===== src/rtl/fetch_pkg.sv =====
// fetch_pkg: shared state encoding and PC constants for the instruction fetch unit
package fetch_pkg;
  typedef enum logic [1:0] {ST_BOOT, ST_RUN, ST_STOPPED} state_t;
  localparam logic [31:0] PC_INC = 32'd4;
  localparam logic [31:0] DEFAULT_RESET_PC = 32'h0000_0000;
endpackage


===== src/rtl/fetch_fifo.sv =====
// fetch_fifo: in-order buffer of {pc, word} entries with a registered head that holds when empty
module fetch_fifo #(
  parameter int DEPTH = 2,
  parameter int CNT_W = $clog2(DEPTH) + 1
) (
  input  logic             clk,
  input  logic             rst_n,
  input  logic             i_push,
  input  logic             i_pop,
  input  logic             i_flush,
  input  logic [63:0]      i_data,
  output logic [CNT_W-1:0] o_count,
  output logic [63:0]      o_head
);
  localparam int PW = $clog2(DEPTH);
  logic [63:0]      r_mem [DEPTH];
  logic [PW-1:0]    r_wr, r_rd;
  logic [CNT_W-1:0] r_count;
  logic [63:0]      r_head;
  logic             w_push, w_pop;
  logic [PW-1:0]    w_rd_nxt;
  assign w_pop    = i_pop && (r_count != '0);
  assign w_push   = i_push && !i_flush && (r_count != CNT_W'(DEPTH));
  assign w_rd_nxt = r_rd + PW'(1);
  assign o_count  = r_count;
  assign o_head   = r_head;
  // entry storage, written on every accepted push
  always_ff @(posedge clk) begin
    if (w_push) r_mem[r_wr] <= i_data;
  end
  // pointers, occupancy and the head register; head only moves when a new entry becomes the head
  always_ff @(posedge clk) begin
    if (!rst_n) begin
      r_wr    <= '0;
      r_rd    <= '0;
      r_count <= '0;
      r_head  <= '0;
    end else if (i_flush) begin
      r_wr    <= '0;
      r_rd    <= '0;
      r_count <= '0;
    end else begin
      if (w_push) r_wr <= r_wr + PW'(1);
      if (w_pop) r_rd <= w_rd_nxt;
      r_count <= r_count + CNT_W'(w_push) - CNT_W'(w_pop);
      if (w_pop && r_count > CNT_W'(1)) r_head <= r_mem[w_rd_nxt];
      else if (w_push && (r_count == '0 || (w_pop && r_count == CNT_W'(1)))) r_head <= i_data;
    end
  end
endmodule


===== src/rtl/instr_fetch_unit.sv =====
// instr_fetch_unit: PC sequencing, credit-limited imem requests, stale-response discard and output buffering
module instr_fetch_unit
  import fetch_pkg::*;
#(
  parameter logic [31:0] RESET_PC   = DEFAULT_RESET_PC,
  parameter int          FIFO_DEPTH = 2,
  parameter int          CNT_W      = $clog2(FIFO_DEPTH) + 1
) (
  input  logic        clk,
  input  logic        rst_n,
  input  logic        i_fetch_en,
  input  logic        i_redirect,
  input  logic [31:0] i_redirect_pc,
  output logic        o_imem_req,
  output logic [31:0] o_imem_addr,
  input  logic        i_imem_gnt,
  input  logic        i_imem_rvalid,
  input  logic [31:0] i_imem_rdata,
  output logic        o_instr_valid,
  input  logic        i_instr_ready,
  output logic [31:0] o_instruction,
  output logic [31:0] o_instr_pc
);
  localparam logic [CNT_W:0] L_DEPTH = FIFO_DEPTH[CNT_W:0];
  state_t           r_state, w_state_nxt;
  logic [31:0]      r_pc, r_rsp_pc, w_redir_pc;
  logic [CNT_W-1:0] r_out, r_discard, w_count;
  logic [CNT_W:0]   w_credit;
  logic [63:0]      w_head;
  logic             w_redir, w_grant, w_rsp, w_push, w_pop;
  assign w_redir       = i_redirect && (r_state != ST_BOOT);
  assign w_redir_pc    = i_redirect_pc & ~32'h3;
  assign w_credit      = {1'b0, r_out} + {1'b0, w_count};
  assign o_imem_req    = (r_state == ST_RUN) && !i_redirect && (w_credit < L_DEPTH);
  assign o_imem_addr   = r_pc;
  assign w_grant       = o_imem_req && i_imem_gnt;
  assign w_rsp         = i_imem_rvalid && (r_out != '0);
  assign w_push        = w_rsp && (r_discard == '0) && !w_redir;
  assign o_instr_valid = (w_count != '0);
  assign w_pop         = o_instr_valid && i_instr_ready;
  assign o_instruction = w_head[31:0];
  assign o_instr_pc    = w_head[63:32];
  // next state: a single boot cycle, then run or stop as fetch_en dictates
  always_comb begin
    w_state_nxt = ST_RUN;
    if (r_state != ST_BOOT && !i_fetch_en) w_state_nxt = ST_STOPPED;
  end
  // state register
  always_ff @(posedge clk) begin
    if (!rst_n) r_state <= ST_BOOT;
    else r_state <= w_state_nxt;
  end
  // fetch/response PCs and in-flight accounting; a redirect marks every live request as stale
  always_ff @(posedge clk) begin
    if (!rst_n) begin
      r_pc      <= RESET_PC;
      r_rsp_pc  <= RESET_PC;
      r_out     <= '0;
      r_discard <= '0;
    end else begin
      r_out <= r_out + CNT_W'(w_grant) - CNT_W'(w_rsp);
      if (w_redir) begin
        r_pc      <= w_redir_pc;
        r_rsp_pc  <= w_redir_pc;
        r_discard <= r_out - CNT_W'(w_rsp);
      end else begin
        if (w_grant) r_pc <= r_pc + PC_INC;
        if (w_push) r_rsp_pc <= r_rsp_pc + PC_INC;
        if (w_rsp && r_discard != '0) r_discard <= r_discard - CNT_W'(1);
      end
    end
  end
  fetch_fifo #(.DEPTH(FIFO_DEPTH), .CNT_W(CNT_W)) u_fifo (
    .clk     (clk),
    .rst_n   (rst_n),
    .i_push  (w_push),
    .i_pop   (w_pop),
    .i_flush (w_redir),
    .i_data  ({r_rsp_pc, i_imem_rdata}),
    .o_count (w_count),
    .o_head  (w_head)
  );
  ap_no_orphan_rsp: assert property (@(posedge clk) disable iff (!rst_n) !(i_imem_rvalid && r_out == '0))
    else $error("imem_rvalid with no outstanding request");
  ap_push_not_full: assert property (@(posedge clk) disable iff (!rst_n) !(w_push && w_count == L_DEPTH[CNT_W-1:0]))
    else $error("push into a full fetch buffer");
endmodule


===== config.mk =====
export PLATFORM = sky130hd
export DESIGN_NAME = instr_fetch_unit
export DESIGN_NICKNAME = d
export VERILOG_FILES = /design/src/rtl/fetch_pkg.sv /design/src/rtl/fetch_fifo.sv /design/src/rtl/instr_fetch_unit.sv
export SDC_FILE = /design/constraint.sdc
export NUM_CORES = 1
export LEC_CHECK = 0
export BUFFER_PORTS_ARGS = -buffer_cell sky130_fd_sc_hd__buf_2
export CAP_MARGIN = 25
export CORE_MARGIN = 1
export CORE_UTILIZATION = 39
export CTS_CLUSTER_DIAMETER = 80
export DETAILED_ROUTE_END_ITERATION = 16
export SKIP_LAST_GASP = 1
export SYNTH_ARGS = -nofsm -noshare
export SYNTH_HDL_FRONTEND = slang
export SYNTH_HIERARCHICAL = 1
export SYNTH_SLANG_ARGS = --single-unit

===== constraint.sdc =====
create_clock -name clk -period 12.4 [get_ports clk]
set_input_delay 3.72 -clock clk [delete_from_list [all_inputs] [get_ports clk]]
set_output_delay 3.72 -clock clk [all_outputs]
set_load 0.01 [all_outputs]

==> metrics.txt <==
clock skew=17.5 ps; DRC viols=0; main combinational cell family by area after synthesis=compound AO/OA/AOI/OAI gates; asr flop ratio synth=0; post-route design area=13100 um2; share of layout cells above drive strength 1=0.208; Max VDD drop=0.123 mV; Max-Cap Viols=0; Post-synth top flop=dfxtp_1; CP required=8680 ps; post-route minimum period=7900 ps; Final HPWL DP=16.8 mm; Tightest Hold Check Type=register to register; unrepaired setup endpoints after global routing=false; first-pass GRT wire length=43.1 mm; Ys Warns=6; Post-DRT Antenna Nets=0; Cell Chain, Critical Path=buf_2 -> nor3b_1 -> buf_2; CTS tree=yes; Synth area leaders=edfxtp_1, dfxtp_1, a21oi_1, mux2i_1, a22o_1; Lkg Pwr=4.82 nW; Mapped Cells=960; Final Non-Filler Cells=1507; Max Slew Vio Count=0; Worst-Margin Slew=899 ps; CTS root buf=clkbuf_16; CTS Hold Bufs=0; status=completed; clock slew at reported path FFs=60 ps; Iter 0 DRT Violations=425; # setup viols final=0; fin crit share=0.637; drt total wl=27.6 mm; io pins=169; vias per cell=5.35; mux contribution to synthesized area=0.0579; WS Path Type=input pin to output pin; Cell Area, Placed=12100 um2; Nets=1186; die height=170 um; vias in the first global route=7779; Cell variety after synth=58; Post-CTS Setup Bufs=0; clock sinks=262; setup TNS=0 ps; Post-CTS Resized=0; Initial Utilization=0.397; Placeable Area=27900 um2; Placer Congestion=0.885; Max Clk Rate=127 MHz; chip width=170 um; GR Overflow Total=0; Synth top area share=0.347; mapped cell area=11100 um2; post-synthesis simple-gate area fraction=0.0905; register area share after synthesis=0.590; wire per inst=18.3 um; drt pass-1 iters=5; largest net degree at the start of global routing=93; final hold vios=0; Die Area=29000 um2; clock latency on the worst-skew pair=540 ps; most used cell, CP=buf_2; Final WS setup=4500 ps; slowest cell on the critical path=nor3b_1; synthesized-area fraction occupied by adder cells=0.0109; TritonCTS buffer count=28; crit path max fanout=4; fillers=2579; H-tree Lvls=1; Compound-Gate Fraction of Synth Area=0.170; Post-Synth XOR/XNOR Area=0.0420; most frequent cells in the layout=a21oi_1, buf_2, dfxtp_1; row count=61; startpoint types=input pin; Max stage delay on crit path=180 ps; Mapped Avg Cell Area=11.5 um2; critical path capture point type=output pin; initial antenna violation count=1; Clock Tree Buf Depth=3; Total GRT Usage=0.189; Yosys top cell by area=edfxtp_1; pre-CTS WS=4500 ps; crit path DAT=4180 ps; Yosys reg bits=262; I/O Buffers=164; number of flops mapped to enable cells by yosys=128; Power per Cell Area=163 nW/um2; relative slew slack=0.401; placed cell count=1454; most common cell after layout, fill and taps aside=a21oi_1; via count=8066; Area Growth Syn to Fin=18.3%
worst paths after layout:
| kind | cells past startpoint | startpoint | slack (ps) | endpoint |
|---|---|---|---|---|
| worst min register to register | 1 | u_fifo/o_head[31] | 470 | u_fifo/o_head[31] |
| worst max-delay path | 3 | i_redirect | 4500 | o_imem_req |
| worst max register to register | 9 | r_state[0] | 8650 | u_fifo/r_mem[0][18] |
| worst min-delay path | 1 | u_fifo/o_head[31] | 470 | u_fifo/o_head[31] |
logic make-up (layout without fill, tap and decap cells):
logic type                 count (synthesis)  count (layout)
and+or+nand+nor                          175             175
adders and majority gates                  9               9
AOI/OAI and AO/OA                        311             311
buffers and inverters                     85             246
xor gates and xnor gates                  53              53
other                                      1               9
DFF                                      262             262
muxes                                     64              64
metrics by stage:
stage	util	power, mW	hold slack, ps
floorplan	-	1.21	458
global placement	0.436	1.30	450
detailed placement	0.436	1.31	461
CTS	0.470	2.16	475
global route	0.470	2.24	485
finish	0.470	2.14	470
where the power goes:
group / leakage, nW / total [mW] / internal (mW) / switching (mW)
sequential: 2.26 / 1.04 / 0.989 / 0.0532
clock: 0.462 / 0.850 / 0.518 / 0.332
combinational: 2.10 / 0.248 / 0.0917 / 0.156
total: 4.82 / 2.14 / 1.60 / 0.541
per-layer routing:
metal / track usage / routed length [um] / share of wire
met4: 0.0407 / 394 / 0.014
met2: 0.301 / 12300 / 0.45
met3: 0.0356 / 1760 / 0.064
met5: 0 / 12 / 0.00044
met1: 0.266 / 13100 / 0.48
layout make-up:
cell class | instances | area (um2) | share of cell area
flip-flops and latches | 262 | 6530 | 0.499
multi-input cells | 620 | 4150 | 0.317
diodes | 1 | 2.50 | 0.000191
well taps | 378 | 473 | 0.0361
inverters | 18 | 67.6 | 0.00516
clock buffers | 41 | 821 | 0.0627
clock inverters | 11 | 128 | 0.00975
repair buffers | 176 | 911 | 0.0696
flip-flops by register name, summed over array words and instances, names as in the netlist:
signal          count
r_rsp_pc           30
r_discard           2
r_out               2
u_fifo/o_count      2
o_imem_addr        30
r_state             2
u_fifo/o_head      64
u_fifo/r_wr         1
u_fifo/r_rd         1
u_fifo/r_mem      128
worst max-delay path: cells and delay by family:
kind                   cells  cell delay, ps
buffers and inverters      2             280
AND/OR/NAND/NOR            1             180
Yosys cell counts, types with 5 or more instances:
cell type    n
nor4_1      10
nor3_1      14
and2_1      12
xor2_1      24
nand4_1     26
buf_2       17
a21oi_1    179
edfxtp_1   128
clkbuf_1    34
xnor2_1     29
nand3_1     22
and3_1      11
dfxtp_1    134
a31oi_1      7
nor2_1      21
inv_1       18
o21ai_0     38
ha_1         8
nand2_1     30
mux2i_1     64
a22o_1      65
or3_1        5
buf_6        9
Power figures use the tool's default switching activity.
